==> src/rtl/uart_tx_arbiter.sv <==
// Round-robin arbiter feeding one UART transmitter from N_REQ byte sources.
// Owns one frame at a time: start pulse, wait for busy, wait for done, then idle gap.
module uart_tx_arbiter #(
   parameter int unsigned N_REQ    = 3,
   parameter int unsigned START_TO = 16,
   parameter int unsigned GAP      = 2
) (
   input  logic               clk,
   input  logic               reset,
   input  logic [N_REQ-1:0]   req_valid,
   input  logic [8*N_REQ-1:0] req_data,
   output logic [N_REQ-1:0]   req_ready,
   output logic               tx_start,
   output logic [7:0]         tx_data,
   input  logic               tx_busy,
   output logic [1:0]         grant_id,
   output logic               active,
   output logic               err_timeout
);

   localparam int unsigned TW = $clog2(START_TO + 1);

   typedef enum logic [1:0] {StIdle, StWaitBusy, StWaitDone, StGap} state_e;

   state_e             state_q, state_d;
   logic [N_REQ-1:0]   ready_q, ready_d;
   logic               start_q, start_d;
   logic               err_q, err_d;
   logic [7:0]         data_q, data_d;
   logic [1:0]         grant_q, grant_d;
   logic [1:0]         last_q, last_d;
   logic [7:0]         gap_cnt_q, gap_cnt_d;
   logic [TW-1:0]      timer_q, timer_d;

   logic               win_found;
   logic [1:0]         win_idx;
   logic [7:0]         win_data;

   // Round-robin pick: first pass above last_q, second pass wraps to 0..last_q.
   always_comb begin
      win_found = 1'b0;
      win_idx   = '0;
      for (int i = 0; i < N_REQ; i++) begin
         if (!win_found && req_valid[i] && (i > int'(last_q))) begin
            win_found = 1'b1;
            win_idx   = 2'(i);
         end
      end
      for (int i = 0; i < N_REQ; i++) begin
         if (!win_found && req_valid[i] && (i <= int'(last_q))) begin
            win_found = 1'b1;
            win_idx   = 2'(i);
         end
      end
      win_data = '0;
      for (int i = 0; i < N_REQ; i++) begin
         if (i == int'(win_idx)) win_data = req_data[8*i +: 8];
      end
   end

   always_comb begin
      state_d   = state_q;
      ready_d   = '0;
      start_d   = 1'b0;
      err_d     = 1'b0;
      data_d    = data_q;
      grant_d   = grant_q;
      last_d    = last_q;
      gap_cnt_d = gap_cnt_q;
      timer_d   = timer_q;
      unique case (state_q)
         StIdle: begin
            if (win_found && !tx_busy) begin
               state_d = StWaitBusy;
               ready_d = N_REQ'(1) << win_idx;
               start_d = 1'b1;
               data_d  = win_data;
               grant_d = win_idx;
               last_d  = win_idx;
               timer_d = '0;
            end
         end
         StWaitBusy: begin
            if (tx_busy) begin
               state_d = StWaitDone;
            end else if (timer_q == TW'(START_TO - 1)) begin
               // Transmitter never started; the byte is still treated as consumed.
               err_d     = 1'b1;
               gap_cnt_d = '0;
               state_d   = (GAP == 0) ? StIdle : StGap;
            end else begin
               timer_d = timer_q + 1'b1;
            end
         end
         StWaitDone: begin
            if (!tx_busy) begin
               gap_cnt_d = '0;
               state_d   = (GAP == 0) ? StIdle : StGap;
            end
         end
         StGap: begin
            if (gap_cnt_q == 8'(GAP - 1)) state_d = StIdle;
            else                          gap_cnt_d = gap_cnt_q + 8'd1;
         end
         default: state_d = StIdle;
      endcase
   end

   always_ff @(posedge clk) begin
      if (reset) begin
         state_q   <= StIdle;
         ready_q   <= '0;
         start_q   <= 1'b0;
         err_q     <= 1'b0;
         data_q    <= 8'h00;
         grant_q   <= '0;
         last_q    <= 2'(N_REQ - 1);
         gap_cnt_q <= '0;
         timer_q   <= '0;
      end else begin
         state_q   <= state_d;
         ready_q   <= ready_d;
         start_q   <= start_d;
         err_q     <= err_d;
         data_q    <= data_d;
         grant_q   <= grant_d;
         last_q    <= last_d;
         gap_cnt_q <= gap_cnt_d;
         timer_q   <= timer_d;
      end
   end

   assign req_ready   = ready_q;
   assign tx_start    = start_q;
   assign tx_data     = data_q;
   assign grant_id    = grant_q;
   assign err_timeout = err_q;
   assign active      = (state_q != StIdle);

endmodule

==> config.mk <==
export PLATFORM = sky130hd
export DESIGN_NAME = uart_tx_arbiter
export DESIGN_NICKNAME = d
export VERILOG_FILES = /design/src/rtl/uart_tx_arbiter.sv
export SDC_FILE = /design/constraint.sdc
export NUM_CORES = 1
export LEC_CHECK = 0
export CORE_MARGIN = 2
export CORE_UTILIZATION = 43
export DETAILED_ROUTE_END_ITERATION = 6
export HOLD_SLACK_MARGIN = 0.03
export PLACE_DENSITY_LB_ADDON = 0.1
export SLEW_MARGIN = 20
export SYNTH_ARGS = -nofsm -noshare
export SYNTH_HDL_FRONTEND = slang
export SYNTH_SLANG_ARGS = --single-unit
==> constraint.sdc <==
create_clock -name clk -period 2 [get_ports clk]
set_input_delay 0.3 -clock clk [delete_from_list [all_inputs] [get_ports clk]]
set_output_delay 0.3 -clock clk [all_outputs]
set_load 0.05 [all_outputs]
==> results of run 1 <==
## sequential cells by signal, indices dropped and copies added, names as in the netlist
signal       cells
tx_data          8
err_timeout      1
state_q          2
last_q           1
gap_cnt_q        8
timer_q          5
tx_start         1
grant_id         2
req_ready        3
## final cells by class
cell class / instances / area [um^2]
Inverter: 8 / 30.03
Sequential cell: 31 / 624.3
Timing Repair Buffer: 61 / 580.6
Clock buffer: 6 / 82.58
Multi-Input combinational cell: 138 / 994.7
Fill cell: 294 / 1254
Clock inverter: 2 / 35.03
Tap cell: 48 / 60.06
## per-stage QoR
stage,utilization,setup TNS (ps)
finish,0.6576,0
global route,0.6576,-17.03
CTS,0.6415,0
detailed placement,0.6083,-213.0
global placement,0.6083,0
floorplan,-,0
## where the power goes
| group | leakage [nW] | internal, mW | switching, mW | total, mW |
|---|---|---|---|---|
| Sequential | 0.254 | 0.727 | 0.0750 | 0.802 |
| Clock | 0.0612 | 0.403 | 0.232 | 0.634 |
| Combinational | 0.593 | 0.596 | 0.782 | 1.38 |
## layout by cell type, fill, tap and decap left out, types with 3 or more instances in the layout
| cell | synthesis | routed |
|---|---|---|
| a211oi_1 | 6 | 6 |
| a21oi_1 | 13 | 11 |
| a222oi_1 | 6 | 6 |
| and3_1 | 6 | 5 |
| buf_4 | 2 | 16 |
| clkbuf_8 | 0 | 6 |
| clkdlybuf4s50_1 | 0 | 44 |
| dfxtp_1 | 31 | 28 |
| dfxtp_2 | 0 | 3 |
| ha_1 | 8 | 5 |
| inv_1 | 7 | 6 |
| mux2i_1 | 3 | 3 |
| nand2_1 | 14 | 14 |
| nor2_1 | 14 | 13 |
| nor3_1 | 4 | 4 |
| o211ai_1 | 4 | 4 |
| o21ai_0 | 11 | 8 |
| o21ai_1 | 4 | 7 |
| or3_1 | 9 | 9 |
## logic make-up (layout without fill, tap and decap cells)
group,count (synthesis),count (layout),synth area share
and+or+nand+nor,66,66,0.2252
AOI/OAI and AO/OA,58,58,0.2504
DFF,31,31,0.3786
buffers and inverters,17,77,0.05038
adders and majority gates,8,8,0.06107
xor gates and xnor gates,3,3,0.01603
muxes,3,3,0.01832
## metal layers
metal	up-vias	share of wire
met5	-	0
met4	0	0.014
met3	8	0.031
met2	25	0.55
met1	769	0.40
li1	814	-
## what timing repair did
| action | in CTS | in global routing |
|---|---|---|
| endpoints found under the hold margin | 0 | 0 |
| setup endpoints to repair | 3 | 16 |
| cloned | 0 | 0 |
| resized for setup | 2 | 17 |
| setup buffers | 0 | 0 |
| pin swaps | 0 | 6 |
## critical path: stages, from the launching register on
cell and delay (ps):
dfxtp_2 370, inv_1 90, ha_1 270, a211oi_2 340, nor2_2 120, or4_4 520
a21oi_2 140
## worst min-delay path by stage
stage,start,end,slack [ps]
detailed placement,grant_id[1]$_SDFFE_PP0P_,grant_id[1]$_SDFFE_PP0P_,470
finish,grant_id[1]$_SDFFE_PP0P_,grant_id[1]$_SDFFE_PP0P_,480
floorplan,gap_cnt_q[7]$_SDFFE_PP0P_,gap_cnt_q[7]$_SDFFE_PP0P_,450
CTS,grant_id[1]$_SDFFE_PP0P_,grant_id[1]$_SDFFE_PP0P_,480
global placement,grant_id[1]$_SDFFE_PP0P_,grant_id[1]$_SDFFE_PP0P_,450
global route,grant_id[1]$_SDFFE_PP0P_,grant_id[1]$_SDFFE_PP0P_,500
==> flow_summary.yaml, run 1 <==
sta:
  period_needed_ps: 1914
  slew_headroom: 0.6571
  setup_ws_ps: 86.43
  maxSlewViolCount: 0
  min_period_over_period: 0.9568
  finalHoldViolCount: 0
  skew_ps: 6.145
  whs_ps: 480.7
  tightest_slew_ps: 512.7
  setup_viol: 0
  fmax_mhz: 522.6
yosys:
  synth-seq-cells: 31
  seq_area_frac_synth: 0.3786
  synth.top_cell.area_share: 0.3786
  yosysTopAreaCell: "dfxtp_1"
  ys_warn_count: 0
  synth_common_cells: "dfxtp_1 (31), nand2_1 (14), nor2_1 (14)"
  syn_nets: 224
  synthDistinctLibCells: 46
  ys_top_cells_by_area: "dfxtp_1 (38%), ha_1 (6.1%), a21oi_1 (4.0%), a222oi_1 (3.7%), or3_1 (3.4%)"
  synthArstFlopShare: 0
  yosysMostFrequentCell: "dfxtp_1"
  netlist_instances: 186
  syn_area_per_cell_um2: 8.812
  syn_area_um2: 1639
  synth_ff_type: "dfxtp_1"
  synth-edff-count: 0
cts:
  clk_latency_ps: 280
  htreeDepth: 2
  clockBufferDepth: 2
  cts_tree: "yes"
  root_buffer: "clkbuf_8"
  clk_pin_slew_worst_paths_ps: 70
  cts_sinks: 31
  cts_buffers: 5
  postCtsHoldBufs: 0
die:
  rows: 22
  dieArea_um2: 4322
  fp.dieH_um: 65.74
  fp.dieW_um: 65.74
  io-pin-count: 46
  start_util: 0.4477
  core_um2: 3661
grt:
  grt_use_met3: 0.06336
  met1_usage: 0.2320
  grt_pass1_vias: 1592
  gr-max-usage-layer: "met2"
  grt_pass1_wl_mm: 6.865
  antenna_found_initial: 0
  grt_util_met2: 0.3624
  grt.overflow.total: 0
  grt_use_total: 0.2082
  grt_max_degree: 17
worst_setup_path:
  path_max_fanout: 6
  crit_start: "state_q[1]$_SDFFE_PP0P_"
  worst_ep_arrival_time_ps: 2130
  criticalPathCategory: "reg -> reg"
  regToRegEndpoint: "gap_cnt_q[7]$_SDFFE_PP0P_"
  reg2reg_slack_ps: 90
  rr_worst_depth: 6
  r2r_start: "state_q[1]$_SDFFE_PP0P_"
  worstPathRequired_ps: 2220
  crit_path_end: "gap_cnt_q[7]$_SDFFE_PP0P_"
  crit_path_end_kind: "flip-flop"
  startpoint_type: "flip-flop"
job:
  maxCapViolCount: 0
pwr:
  ir_drop_uv: 681.7
  power_leakage_nw: 0.9079
  powerDensity_nw_per_um2: 1169
  power_mw: 2.814
finish:
  insertedDiodeCount: 0
  finalInstanceArea_um2: 2407
  drive_above_1_share: 0.1870
  num-nets-final: 283
  syn2layout_area_growth_pct: 46.87
  final_cells: 294
detailed_routing:
  postRouteAntennaNets: 0
  drtPass1Iterations: 4
  drt_wl_total_mm: 4.188
  drc: 0
  wl_per_cell_um: 14.24
  vias: 1616
  drtIter0Drc: 102
  vias_per_cell: 5.497
placement:
  place.gp.congestion: 0.8421
  dpl.hpwl_mm: 3.170
  place_area_um2: 2227
  pre_cts_ws_ps: -61.51
  place_inst: 286
  io_buffers: 45
worst_hold_path:
  min_path_cells: 2
  worstHoldPathType: "reg -> reg"
status:
  status: "finished, final reports clean"
No activity file was read; power rests on OpenSTA's default activity.
==> run 2: changes to the inputs <==
RECOVER_POWER = 100   (was not set)
==> flow_summary.yaml, run 2 (synthesized netlist as in run 1, its figures left out) <==
status:
  status: "finished, final reports clean"
worst_hold_path:
  worstHoldPathType: "reg -> reg"
  hp-start: "grant_id[1]$_SDFFE_PP0P_"
finish:
  num-nets-final: 283
  fill_cells: 302
  final_cell_mix: "clkdlybuf4s50_1 (29), dfxtp_1 (28), dlygate4sd3_1 (15)"
  seq_area_um2: 624.3
  insertedDiodeCount: 0
  multi_input_area_um2: 985.9
  fin_util: 0.6524
  layout_commonest_cell: "clkdlybuf4s50_1"
  syn2layout_area_growth_pct: 45.73
  drive_above_1_share: 0.1707
grt:
  antenna_found_initial: 0
  grt_use_total: 0.2082
  grt_max_degree: 17
  grt_pass1_vias: 1592
  grt.overflow.total: 0
  grt_pass1_wl_mm: 6.865
sta:
  whs_ps: 477.6
  maxSlewViolCount: 0
  setup_viol: 0
  finalHoldViolCount: 0
  min_period_over_period: 0.9583
  skew_ps: 6.364
  fmax_mhz: 521.7
  period_needed_ps: 1917
  tightest_slew_ps: 520.9
  slew_headroom: 0.6516
detailed_routing:
  drc: 0
  wl_per_cell_um: 14.26
  drtPass1Iterations: 5
  drtIter0Drc: 65
  vias: 1605
  postRouteAntennaNets: 0
  drt_wl_total_mm: 4.193
  vias_per_cell: 5.459
cts:
  cts_setup_buffers: 0
  htreeDepth: 2
  root_buffer: "clkbuf_8"
  cts_tree: "yes"
  clockBufferDepth: 2
  cts_buffers: 5
  clk_pin_slew_worst_paths_ps: 70
  cts_sinks: 31
  clk_latency_ps: 280
die:
  io-pin-count: 46
  start_util: 0.4477
  rows: 22
  fp.dieH_um: 65.74
  core_um2: 3661
  fp.dieW_um: 65.74
  dieArea_um2: 4322
worst_setup_path:
  r2r_start: "timer_q[0]$_SDFFE_PP0P_"
  worst_ep_arrival_time_ps: 2090
  criticalPathCategory: "reg -> reg"
  crit_start: "timer_q[0]$_SDFFE_PP0P_"
  crit_path_end_kind: "flip-flop"
  worstPathRequired_ps: 2170
  path_max_fanout: 4
  startpoint_type: "flip-flop"
pwr:
  ir_drop_uv: 680.0
  powerDensity_nw_per_um2: 1161
  power_mw: 2.774
  power_leakage_nw: 0.9409
job:
  maxCapViolCount: 0
placement:
  place.gp.congestion: 0.8421
  io_buffers: 45
  dpl.hpwl_mm: 3.170
-- run 2: cell types whose count changed in the layout (fill, tap and decap cells not counted) --
| cell | previous run | this run |
|---|---|---|
| clkbuf_1 | 0 | 2 |
| a21oi_1 | 11 | 12 |
| o21ai_0 | 8 | 10 |
| nor3_2 | 1 | 0 |
| a21oi_2 | 2 | 1 |
| nor3_1 | 4 | 5 |
| buf_4 | 16 | 13 |
| o21ai_1 | 7 | 5 |
| clkdlybuf4s50_1 | 44 | 29 |
| clkbuf_2 | 0 | 1 |
| dlygate4sd3_1 | 0 | 15 |
-- run 2: path summary, 6_finish.rpt --
kind	depth (start not counted)	endpoint	slack, ps
worst max-delay path	8	state_q[0]$_SDFFE_PP0P_	80
worst min-delay path	2	grant_id[1]$_SDFFE_PP0P_	480
worst max register to register	8	state_q[0]$_SDFFE_PP0P_	80
worst min register to register	2	grant_id[1]$_SDFFE_PP0P_	480
-- run 2: layout make-up --
| class | instances | share of cell area |
|---|---|---|
| Multi-Input combinational cell | 138 | 0.4128 |
| Sequential cell | 31 | 0.2614 |
| Timing Repair Buffer | 61 | 0.2389 |
| Clock buffer | 6 | 0.03457 |
| Tap cell | 48 | 0.02514 |
| Clock inverter | 2 | 0.01467 |
| Inverter | 8 | 0.01257 |
-- run 2: power breakdown --
| part | internal [mW] | switching [mW] | total (mW) |
|---|---|---|---|
| Sequential | 0.727 | 0.0721 | 0.799 |
| Clock | 0.403 | 0.233 | 0.636 |
| Combinational | 0.561 | 0.778 | 1.34 |
-- run 2: worst max-delay path, cell delays in order (launching register included) --
cell      delay (ps)
dfxtp_2          340
ha_2             190
and3_4           180
ha_4             170
nor3b_4          200
clkbuf_1         160
a21oi_1           70
and3_1           230
o221a_2          270
-- run 2: repair_timing --
action,CTS,global route
gates resized for setup,2,17
hold buffers,0,0
pin swaps,0,6
endpoints found under the setup margin,3,16
-- run 2: metrics by stage --
step / TNS [ps] / instances / worst slack, ps / area, um^2
floorplan: 0 / 186 / 103.9 / 1639
global placement: 0 / 286 / 0.9672 / 2227
global route: -17.03 / 294 / -17.03 / 2389
finish: 0 / 294 / 83.32 / 2389
CTS: 0 / 294 / 7.771 / 2349
detailed placement: -213.0 / 286 / -61.51 / 2227
-- run 2: metal layers --
| layer | GRT usage | share of wire |
|---|---|---|
| met5 | 0 | 0 |
| met4 | 0.09115 | 0.011 |
| met3 | 0.06336 | 0.024 |
| met2 | 0.3624 | 0.55 |
| met1 | 0.2320 | 0.41 |
==> run 3: changes to the inputs <==
CORE_MARGIN = not set   (was 2)
==> flow_summary.yaml, run 3 (synthesized netlist as in run 1, its figures left out) <==
grt:
  grt_pass1_vias: 1602
  grt_max_degree: 17
  grt_pass1_wl_mm: 6.955
  antenna_found_initial: 0
  grt_use_total: 0.2197
  grt.overflow.total: 0
worst_setup_path:
  crit_start: "state_q[1]$_SDFFE_PP0P_"
  cp_cell_sequence: "inv_1, ha_4, or4b_1, o211ai_1, nand2_1, a221oi_1"
  path_max_fanout: 9
  worstPathRequired_ps: 2160
  rr_worst_depth: 6
  startpoint_type: "flip-flop"
  worst_ep_arrival_time_ps: 2210
  cp_slowest_stage_delay_ps: 490
  reg2reg_slack_ps: -50
  criticalPathCategory: "reg -> reg"
  cpMaxStageDelayCell: "or4b_1"
  regToRegEndpoint: "timer_q[4]$_SDFFE_PP0P_"
  r2r_start: "state_q[1]$_SDFFE_PP0P_"
  crit_path_end_kind: "flip-flop"
cts:
  cts_buffers: 5
  htreeDepth: 2
  cts_sinks: 31
  root_buffer: "clkbuf_8"
  clockBufferDepth: 2
  clk_pin_slew_worst_paths_ps: 70
  cts_tree: "yes"
  clk_latency_ps: 290
detailed_routing:
  drt_wl_total_mm: 4.436
  vias: 1682
  drc: 0
  drtPass1Iterations: 5
  wl_per_cell_um: 14.89
  postRouteAntennaNets: 0
  vias_per_cell: 5.644
  drtIter0Drc: 81
die:
  fp.dieH_um: 63.74
  io-pin-count: 46
  fp.dieW_um: 63.74
  rows: 22
  dieArea_um2: 4063
  start_util: 0.4477
  core_um2: 3661
placement:
  place_inst: 288
  place.gp.congestion: 0.9035
  dpl.hpwl_mm: 3.115
  place_area_um2: 2242
  io_buffers: 45
  pre_cts_ws_ps: -91.88
finish:
  syn2layout_area_growth_pct: 47.56
  fin_util: 0.6606
  layout_commonest_cell: "dfxtp_1"
  drive_above_1_share: 0.1720
  finalInstanceArea_um2: 2419
  final_cell_mix: "dfxtp_1 (30), clkdlybuf4s50_1 (28), dlygate4sd3_1 (16), buf_4 (16)"
  final_cells: 298
  insertedDiodeCount: 0
  num-nets-final: 287
sta:
  min_period_over_period: 1.024
  slew_headroom: 0.6462
  finalHoldViolCount: 0
  maxSlewViolCount: 0
  tightest_slew_ps: 529.0
  skew_ps: 5.668
  setup_viol: 1
  fmax_mhz: 488.1
  setup_ws_ps: -48.87
  period_needed_ps: 2049
status:
  status: "finished, violations left"
  violations: "setup timing"
pwr:
  powerDensity_nw_per_um2: 1182
  power_leakage_nw: 0.9591
  clock_power_share: 0.225
  p_comb_frac: 0.498
  power_switching_mw: 1.119
  power_frac_seq: 0.277
  swShare: 0.3915
  ir_drop_uv: 879.8
  power.internal_mw: 1.740
job:
  maxCapViolCount: 0
worst_hold_path:
  hp-start: "grant_id[1]$_SDFFE_PP0P_"
  worstHoldPathType: "reg -> reg"
  holdPathEnd: "grant_id[1]$_SDFFE_PP0P_"
  min_path_cells: 2
[run 3: changes by cell type in the layout (fill, tap and decap cells not counted), moves of 2 or more]
cell / change
dfxtp_1: +2
dfxtp_2: -2
o21ai_1: -2
o21ai_0: +2
buf_4: +3
[run 3: worst max path at each step]
stage	cells past startpoint	slack, ps	end
2_1_floorplan	7	100	gap_cnt_q[7]$_SDFFE_PP0P_
3_3_place_gp	5	-4	timer_q[4]$_SDFFE_PP0P_
3_5_place_dp	5	-90	gap_cnt_q[7]$_SDFFE_PP0P_
4_1_cts	7	10	gap_cnt_q[7]$_SDFFE_PP0P_
5_1_grt	6	-200	timer_q[4]$_SDFFE_PP0P_
6_report	6	-50	timer_q[4]$_SDFFE_PP0P_
[run 3: power by group through the flow]
stage               Combinational (mW)  Clock, mW  Sequential (mW)
floorplan                        0.669          0            0.976
global placement                  1.32          0            0.793
detailed placement                1.34          0            0.804
CTS                               1.37      0.652            0.791
global route                      1.53      0.680            0.805
finish                            1.42      0.644            0.791
[run 3: repair_timing]
| action | CTS | global route |
|---|---|---|
| buffers inserted | 0 | 2 |
| gates cloned | 0 | 0 |
| pin swaps | 0 | 2 |
| hold buffers | 0 | 0 |
| resized for setup | 4 | 9 |
| setup endpoints to repair | 4 | 13 |
[run 3: area by class of cell]
| type | count | area (um^2) |
|---|---|---|
| tap | 48 | 60.06 |
| inverter | 8 | 30.03 |
| clock buffer | 6 | 82.58 |
| multi-input combinational | 138 | 992.2 |
| fill | 315 | 1242 |
| sequential | 31 | 621.8 |
| clock inverter | 2 | 35.03 |
| timing repair buffer | 65 | 596.8 |
[run 3: routing by layer]
metal,up-vias,share of wire,track usage
met2,40,0.54,0.3856
met4,0,0.016,0.09375
met3,9,0.038,0.06429
met5,-,0,0
met1,817,0.40,0.2442
li1,816,-,-
[run 3: worst max-delay path, delay by kind of cell (launching register included)]
family,cells,cell delay [ps]
AOI/OAI and AO/OA,2,590
adders and majority gates,1,220
buffers and inverters,1,120
DFF,1,350
and+or+nand+nor,2,640
[run 3: stage by stage]
stage	power [mW]	hold slack [ps]	TNS [ps]
after floorplan	1.645	447.1	0
after global placement	2.110	446.5	-3.737
after detailed placement	2.145	452.1	-398.9
after CTS	2.809	466.5	0
after global routing	3.019	492.0	-236.2
final	2.859	461.0	-48.87
